**src/rtl/uart_tx_arb.sv**
```systemverilog
// uart_tx_arb: shares one UART transmitter between an echo path (bytes from
// the receiver, buffered in a small FIFO) and a message source that uses a
// request/acknowledge handshake. A round-robin arbiter picks the next
// requester. A four-state controller hands each byte to the transmitter and
// follows the transmitter's ready/busy handshake. A busy-wait timeout stops
// the controller from hanging when the transmitter never reports busy.
`timescale 1ns/1ps

module uart_tx_arb #(
    parameter int          DEPTH_LOG2 = 2,
    parameter logic [15:0] BUSY_TMO   = 16'd65535
) (
    input  logic                  CLK,
    input  logic                  RSTN,
    input  logic [7:0]            recv_data,
    input  logic                  vald_data,
    input  logic                  msg_req,
    input  logic [7:0]            msg_data,
    output logic                  msg_ack,
    input  logic                  tx_ready,
    output logic                  tx_send,
    output logic [7:0]            tx_data,
    output logic [DEPTH_LOG2:0]   fifo_cnt,
    output logic                  overflow,
    output logic                  tx_err
);

    localparam int DEPTH = 1 << DEPTH_LOG2;
    localparam logic [DEPTH_LOG2:0]   CNT_ZERO = {(DEPTH_LOG2+1){1'b0}};
    localparam logic [DEPTH_LOG2:0]   CNT_ONE  = (DEPTH_LOG2+1)'(32'd1);
    localparam logic [DEPTH_LOG2:0]   CNT_FULL = (DEPTH_LOG2+1)'(DEPTH);
    localparam logic [DEPTH_LOG2-1:0] PTR_ZERO = {DEPTH_LOG2{1'b0}};
    localparam logic [DEPTH_LOG2-1:0] PTR_ONE  = (DEPTH_LOG2)'(32'd1);
    localparam logic [15:0]           TMO_LAST = BUSY_TMO - 16'd1;

    typedef enum logic [1:0] {
        ST_IDLE      = 2'd0,
        ST_SEND      = 2'd1,
        ST_WAIT_BUSY = 2'd2,
        ST_WAIT_DONE = 2'd3
    } state_t;

    // Controller state and registered outputs
    state_t                state_q;
    logic                  grant_msg_q;   // 1: current grant belongs to the message source
    logic                  prio_msg_q;    // 1: message source wins the next tie
    logic [15:0]           tmo_cnt_q;
    logic                  tx_send_q;
    logic                  msg_ack_q;
    logic [7:0]            tx_data_q;
    logic                  tx_err_q;

    // Echo FIFO storage and bookkeeping
    logic [7:0]            mem_q [DEPTH];
    logic [DEPTH_LOG2-1:0] wr_ptr_q;
    logic [DEPTH_LOG2-1:0] rd_ptr_q;
    logic [DEPTH_LOG2:0]   cnt_q;
    logic [DEPTH_LOG2:0]   cnt_d;
    logic                  overflow_q;

    // Combinational helpers
    logic                  echo_req_s;
    logic                  full_s;
    logic                  pop_s;
    logic                  push_s;
    logic                  drop_s;
    logic                  pick_msg_s;

    assign echo_req_s = (cnt_q != CNT_ZERO);
    assign full_s     = (cnt_q == CNT_FULL);
    // The FIFO head leaves only in SEND, and only if the grant went to echo.
    // The grant itself required a non-empty FIFO.
    assign pop_s      = (state_q == ST_SEND) && !grant_msg_q && echo_req_s;
    // A pop in the same cycle frees a slot, so a full FIFO can still accept.
    assign push_s     = vald_data && (!full_s || pop_s);
    assign drop_s     = vald_data && full_s && !pop_s;
    // The message source wins if it is alone or if it holds the priority.
    assign pick_msg_s = msg_req && (!echo_req_s || prio_msg_q);

    // Next occupancy from the push/pop pair
    always_comb begin
        cnt_d = cnt_q;
        case ({push_s, pop_s})
            2'b10:   cnt_d = cnt_q + CNT_ONE;
            2'b01:   cnt_d = cnt_q - CNT_ONE;
            default: cnt_d = cnt_q;
        endcase
    end

    // FIFO data storage; the contents need no reset because occupancy guards every read
    always_ff @(posedge CLK) begin
        if (push_s) begin
            mem_q[wr_ptr_q] <= recv_data;
        end
    end

    // FIFO pointers, occupancy and sticky overflow flag
    always_ff @(posedge CLK or negedge RSTN) begin
        if (!RSTN) begin
            wr_ptr_q   <= PTR_ZERO;
            rd_ptr_q   <= PTR_ZERO;
            cnt_q      <= CNT_ZERO;
            overflow_q <= 1'b0;
        end else begin
            if (push_s) begin
                wr_ptr_q <= wr_ptr_q + PTR_ONE;
            end
            if (pop_s) begin
                rd_ptr_q <= rd_ptr_q + PTR_ONE;
            end
            cnt_q <= cnt_d;
            if (drop_s) begin
                overflow_q <= 1'b1;
            end
        end
    end

    // Arbitration, transmit handshake, timeout, and the registered strobe outputs
    always_ff @(posedge CLK or negedge RSTN) begin
        if (!RSTN) begin
            state_q     <= ST_IDLE;
            grant_msg_q <= 1'b0;
            prio_msg_q  <= 1'b0;
            tmo_cnt_q   <= 16'd0;
            tx_send_q   <= 1'b0;
            msg_ack_q   <= 1'b0;
            tx_data_q   <= 8'h00;
            tx_err_q    <= 1'b0;
        end else begin
            tx_send_q <= 1'b0;
            msg_ack_q <= 1'b0;
            case (state_q)
                ST_IDLE: begin
                    tmo_cnt_q <= 16'd0;
                    if (tx_ready && (echo_req_s || msg_req)) begin
                        grant_msg_q <= pick_msg_s;
                        prio_msg_q  <= !pick_msg_s;
                        state_q     <= ST_SEND;
                    end else begin
                        state_q <= ST_IDLE;
                    end
                end
                ST_SEND: begin
                    tx_send_q <= 1'b1;
                    tmo_cnt_q <= 16'd0;
                    if (grant_msg_q) begin
                        tx_data_q <= msg_data;
                        msg_ack_q <= 1'b1;
                    end else begin
                        tx_data_q <= mem_q[rd_ptr_q];
                    end
                    state_q <= ST_WAIT_BUSY;
                end
                ST_WAIT_BUSY: begin
                    if (!tx_ready) begin
                        tmo_cnt_q <= 16'd0;
                        state_q   <= ST_WAIT_DONE;
                    end else if (tmo_cnt_q == TMO_LAST) begin
                        // The transmitter never went busy: flag it and give up on this byte.
                        tx_err_q  <= 1'b1;
                        tmo_cnt_q <= 16'd0;
                        state_q   <= ST_IDLE;
                    end else begin
                        tmo_cnt_q <= tmo_cnt_q + 16'd1;
                        state_q   <= ST_WAIT_BUSY;
                    end
                end
                ST_WAIT_DONE: begin
                    if (tx_ready) begin
                        state_q <= ST_IDLE;
                    end else begin
                        state_q <= ST_WAIT_DONE;
                    end
                end
                default: begin
                    tmo_cnt_q <= 16'd0;
                    state_q   <= ST_IDLE;
                end
            endcase
        end
    end

    assign tx_send  = tx_send_q;
    assign msg_ack  = msg_ack_q;
    assign tx_data  = tx_data_q;
    assign fifo_cnt = cnt_q;
    assign overflow = overflow_q;
    assign tx_err   = tx_err_q;

endmodule

```
**config.mk**
```make
export PLATFORM = sky130hd
export DESIGN_NAME = uart_tx_arb
export DESIGN_NICKNAME = d
export VERILOG_FILES = /design/src/rtl/uart_tx_arb.sv
export SDC_FILE = /design/constraint.sdc
export NUM_CORES = 1
export LEC_CHECK = 0
export CAP_MARGIN = 30
export CELL_PAD_IN_SITES_DETAIL_PLACEMENT = 0
export CELL_PAD_IN_SITES_GLOBAL_PLACEMENT = 2
export CORE_ASPECT_RATIO = 0.8
export CORE_MARGIN = 2
export CORE_UTILIZATION = 38
export DETAILED_ROUTE_END_ITERATION = 7
export PLACE_DENSITY_LB_ADDON = 0.1
export SLEW_MARGIN = 0
export SYNTH_ARGS = -nofsm -noshare
export SYNTH_HDL_FRONTEND = slang
export SYNTH_SLANG_ARGS = --single-unit
export TNS_END_PERCENT = 10
```
**constraint.sdc**
```tcl
create_clock -name CLK -period 2.5 [get_ports CLK]
set_input_delay 0.25 -clock CLK [delete_from_list [all_inputs] [get_ports CLK]]
set_output_delay 0.25 -clock CLK [all_outputs]
set_load 0.03 [all_outputs]
```
### Yosys cells after proc, flatten, opt, wreduce, memory -nomap -nowiden

Memory sizes are Yosys's and may differ from the RTL's.
Index checks and enable logic that the tools add are counted.
W data, S select, Z words.

* register bits: 39
* bits in writable memories: 32
* input bits: 21
* output and inout bits: 15
* logic and storage cells: 62
* memories: 1

* add/subtract/negate cells: 5
* equality and inequality tests: 7
* multiplexer cells: 15
* reduce and logical (&&, ||, !) cells: 22

Memories
* mem_q: depth 4, bits a word 8, read ports 1, clocked after Yosys merged registers in 0, write ports 1, RTL line 54 `logic [7:0] mem_q [DEPTH];`

Operators by type and width (number)
* $mux W16: 2
* $pmux W16 S2: 1
* $add A16 B1 Y16 const B: 1
* $eq A16 B16 Y1 const B: 1
* $mux W8: 1
* $pmux W2 S4: 1
* $logic_and A1 B1 Y1: 7
* $eq A2 B2 Y1 const B: 3
* $mux W1: 6
* $mux W2: 3
* $pmux W3 S2: 1
* $logic_not A1 Y1: 5
* $add A2 B1 Y2 const B: 2
* $eq A2 B1 Y1 const B: 2
* $reduce_bool A2 Y1: 2
* $add A3 B1 Y3 const B: 1
* $eq A3 B3 Y1 const B: 1
* $logic_or A1 B1 Y1: 3
* $reduce_and A3 Y1: 1
* $reduce_bool A3 Y1: 1
* $sub A3 B1 Y3 const B: 1
* $logic_not A2 Y1: 1
* $reduce_and A2 Y1: 1
* $reduce_or A2 Y1: 1

### Logic depth before layout (Yosys ltp)

Gate-level depths: netlist of run 1.

* depth after elaboration: 7
* mapped depth: 9
* depth with buffers taken out: 8

### Worst setup path after synthesis of run 1

No wires, ideal clock.

* path type: reg-to-reg
* start point: register state_q[0]
* end point: register cnt_q[2], in the netlist fifo_cnt[2]
* setup time: 0.140 ns
* data arrival time: 2.021 ns
* setup slack: 0.340 ns
* cell stages (with the launch flop): 10
* path buffers: 1
* clock period less this slack: 2.160 ns
* path through: dfrtp_1 -> buf_2 -> or3b_1 -> nor2_2 -> nand2_1 -> fa_1 -> nor2b_1 -> nand2_1 -> a32oi_1 -> o21ai_0

* word-level cells in the longest chain between the ends: 7
* elaborated cells on any way between the ends: 9
* classes of those cells: eq/ne: 3; mux: 1; reduce/logical: 5

Ends and longest elaborated chain
* from (decl): RTL line 44 `state_t state_q;`
* from (signal assigned): RTL line 121 `state_q <= ST_IDLE;`
* from (signal assigned): RTL line 138 `state_q <= ST_SEND;`
* from (signal assigned): RTL line 140 `state_q <= ST_IDLE;`
* $eq A2 B1 Y1 (*): RTL line 73 `assign pop_s = (state_q == ST_SEND) && !grant_msg_q && echo_req_s;`
* $logic_and A1 B1 Y1 (*) (2 in a row): RTL line 73
* $logic_or A1 B1 Y1: RTL line 75 `assign push_s = vald_data && (!full_s || pop_s);`
* $logic_and A1 B1 Y1: RTL line 75
* $eq A2 B1 Y1 or $eq A2 B2 Y1 (tied branches): RTL line 83 `case ({push_s, pop_s})`
* $pmux W3 S2 or $reduce_bool A2 Y1 (tied branches)
* to (signal assigned): RTL line 111 `cnt_q <= cnt_d;`
* to (decl): RTL line 57 `logic [DEPTH_LOG2:0] cnt_q;`

Every way passes the cells marked *; elsewhere a longest branch is shown, timed or not.
A chain may end at the register's enable or synchronous reset.

### Worst setup path after layout of run 1

* start point: register state_q[1]
* end point: register cnt_q[2], in the netlist fifo_cnt[2]

The elaborated chain is that of the path after synthesis.

==> results.cfg, run 1 <==
[route]
drcViolationCount = 0
viasPerCell = 5.04
num_vias = 2070
wirelength_um = 6650
post_drt_wl_per_cell_um = 16.2
drt_pre_antenna_iters = 4
drt_iter0_markers = 124
detail-route-antenna-nets = 0

[pwr]
p_total_mw = 4.44
netSwitchingFraction = 0.344
p_sw_mw = 1.53
p_int_mw = 2.92
p_clk_frac = 0.274
p_leak_nw = 1.48
power_frac_comb = 0.336
cellPowerDensity_mw_per_mm2 = 1120
ir_worst_vdd_mv = 0.471
power_frac_seq = 0.390

[sta]
grt_setup_unrepaired = no
tns_ns = 0
min_period_over_period = 0.887
finClkSkew_ns = 0.0103
max_freq_mhz = 451
hold_violations = 0
setup_viol = 0
setup_ws_ns = 0.282
timing.final.crit_period_ns = 2.22
drv_slew = 0
hold_slack_ns = 0.232
max-slew-margin-rel = 0.606
worst_slew_pin_slew_ns = 0.592

[critical_path]
startpoint_type = flop
r2r_cells = 8
crit_path_end_kind = flop
critical_path_class = reg -> reg
crit_required_ns = 2.73
crit_fanout = 4
crit_arrival_ns = 2.44

[finish]
drive_gt1_frac = 0.168
fin_nets = 326
area_growth_pct = 24.0
num_antenna_cells = 0
multiInputGateArea_mm2 = 0.00120
final_core_util = 0.493
seqCellArea_mm2 = 0.00194
design_area_mm2 = 0.00398
finalNonFillerCells = 411
fillCellCount = 748

[synthesis]
yosys_warnings = 0
synth_area_mm2 = 0.00321
yosys.area.top_type = dfrtp_1
synth_top_area_frac = 0.304
syn_avg_cell_area_um2 = 12.7
ys_top_cells_by_area = dfrtp_1 30%, edfxtp_1 30%, mux4_2 5.6%, a21oi_1 3.3%, nand2_1 3.2%
synthCells = 252
synth.distinct_cells = 46
synth-seq-cells = 71
ys_seq_area_frac = 0.604
syn_nets = 280

[floorplan]
die_area_mm2 = 0.00919
rows = 29
initial_core_util = 0.398
core_area_mm2 = 0.00806
ioPinCount = 36
die-height_um = 86.2
die_x_um = 107

[cts]
numCtsBuffers = 9
clock_latency_ns = 0.35
clk_path_buf_depth = 2
cts_tree = yes
clk_pin_slew_worst_paths_ns = 0.08
clkSinkCount = 71
postCtsHoldBufs = 0
clock-root-buffer = clkbuf_8
post-cts-setup-buffers = 0
cts_resized = 0
cts_max_level = 3

[placement]
place_area_mm2 = 0.00368
gp_congestion = 0.786
dp_hpwl_um = 4550
io_buffer_count = 35
dp.cells = 393
place_ws_ns = 0.295

[global_route]
grt_max_degree = 40
grt_remaining_overflow = 0
grt_pass1_vias = 2028
grt_pass1_wl_um = 10900
grt_util_all_layers = 0.158
antenna_found_initial = 0

[run_status]
outcome = finished, final reports clean

[job]
drv_cap = 0

[hold_path]
hold_path_class = in -> async
## kinds of logic (layout without fill, tap and decap cells)
family,Yosys count,count (layout),share of synthesized area
AO/OA/AOI/OAI,44,44,0.0839
XOR/XNOR,13,13,0.0355
adder cells (fa/ha/maj),7,7,0.0297
buffers and inverters,14,65,0.0207
flip-flops,71,71,0.604
multiplexers,10,10,0.0628
AND/OR/NAND/NOR,93,93,0.163
## power groups by stage
stage / sequential (mW) / combinational, mW / clock, mW
floorplan: 1.87 / 0.881 / 0
global placement: 1.75 / 1.50 / 0
detailed placement: 1.76 / 1.50 / 0
CTS: 1.74 / 1.51 / 1.26
global route: 1.78 / 1.66 / 1.30
finish: 1.73 / 1.49 / 1.22
## metal layers
metal  vias to the layer above  routed length [um]  share of wire  GRT usage
met2                        45                2840           0.43      0.218
met1                      1005                3420           0.51      0.232
met3                         7                 315          0.047     0.0540
met4                         0                  71          0.011     0.0531
li1                       1013                   -              -          -
met5                         -                   0              0          0
## worst paths after layout
path	start	to	slack (ns)
worst max-delay path	state_q[1]$_DFF_PN0_	fifo_cnt[2]$_DFFE_PN0P_	0.28
max in group asynchronous	RSTN	fifo_cnt[2]$_DFFE_PN0P_	1.87
min in group CLK	tx_err$_DFFE_PN0P_	tx_err$_DFFE_PN0P_	0.48
worst max register to register	state_q[1]$_DFF_PN0_	fifo_cnt[2]$_DFFE_PN0P_	0.28
worst min register to register	tx_err$_DFFE_PN0P_	tx_err$_DFFE_PN0P_	0.48
worst min-delay path	RSTN	tx_data[6]$_DFFE_PN0N_	0.23
## worst max-delay path, cell delays in order (launching register included)
cell,delay [ns]
dfrtp_1,0.38
or3b_1,0.47
nor2_2,0.20
nand2_1,0.09
fa_1,0.40
nor2b_1,0.18
nand2_1,0.09
a32oi_1,0.19
o21ai_0,0.10
## sequential cells by signal (all words and copies together) (netlist names)
register,count
prio_msg_q,1
fifo_cnt,3
rd_ptr_q,2
tx_err,1
state_q,2
mem_q,32
overflow,1
tx_send,1
grant_msg_q,1
tmo_cnt_q,16
msg_ack,1
tx_data,8
wr_ptr_q,2
## synth_stat cells, drive strengths merged
| cell type | instances |
|---|---|
| mux2i | 1 |
| nor2 | 21 |
| a31oi | 1 |
| o31a | 1 |
| o211ai | 1 |
| clkbuf | 2 |
| nand4 | 6 |
| and4 | 1 |
| and2 | 7 |
| a21o | 2 |
| or3b | 1 |
| a31o | 1 |
| dfrtp | 39 |
| xnor2 | 9 |
| or4 | 4 |
| mux4 | 8 |
| nor3 | 3 |
| nor2b | 1 |
| nor4 | 4 |
| o31ai | 2 |
| mux2 | 1 |
| or2 | 1 |
| xor2 | 4 |
| inv | 8 |
| a21bo | 1 |
| edfxtp | 32 |
| a21oi | 24 |
| o21ai | 10 |
| nand2 | 27 |
| nand3 | 9 |
| fa | 1 |
| buf | 3 |
| a32oi | 1 |
| clkinv | 1 |
| ha | 6 |
| or3 | 4 |
| nor3b | 4 |
## final cells by class
cell class	instances	area share
Sequential cell	71	0.487
Multi-Input combinational cell	167	0.302
Timing Repair Buffer	40	0.100
Clock inverter	7	0.0365
Tap cell	108	0.0340
Clock buffer	9	0.0312
Inverter	9	0.00850
## cell usage in the layout (no fill, tap or decap), drive strengths merged, types with 2 or more instances in the layout
cell type      netlist  final
dfrtp               39     39
or3                  4      4
edfxtp              32     32
buf                  3      5
or4                  4      4
clkdlybuf4s50        0     34
xor2                 4      4
nor3b                4      4
nor3                 3      3
o21ai               10     10
o31ai                2      2
nand3                9      9
xnor2                9      9
nor4                 4      4
a21o                 2      2
ha                   6      6
mux4                 8      8
clkinv               1      3
and2                 7      7
bufinv               0      4
nor2                21     21
nand2               27     27
clkbuf               2      9
inv                  8      8
nand4                6      6
a21oi               24     24
(Power assumes the default switching activity.)
==> inputs of run 2 (changes only) <==
Settings changed: CTS_CLUSTER_SIZE from default to 12, HOLD_SLACK_MARGIN from default to 0.06.
==> results of run 2 <==
No change in the layout: final DEF, timing and power equal those of run 1.
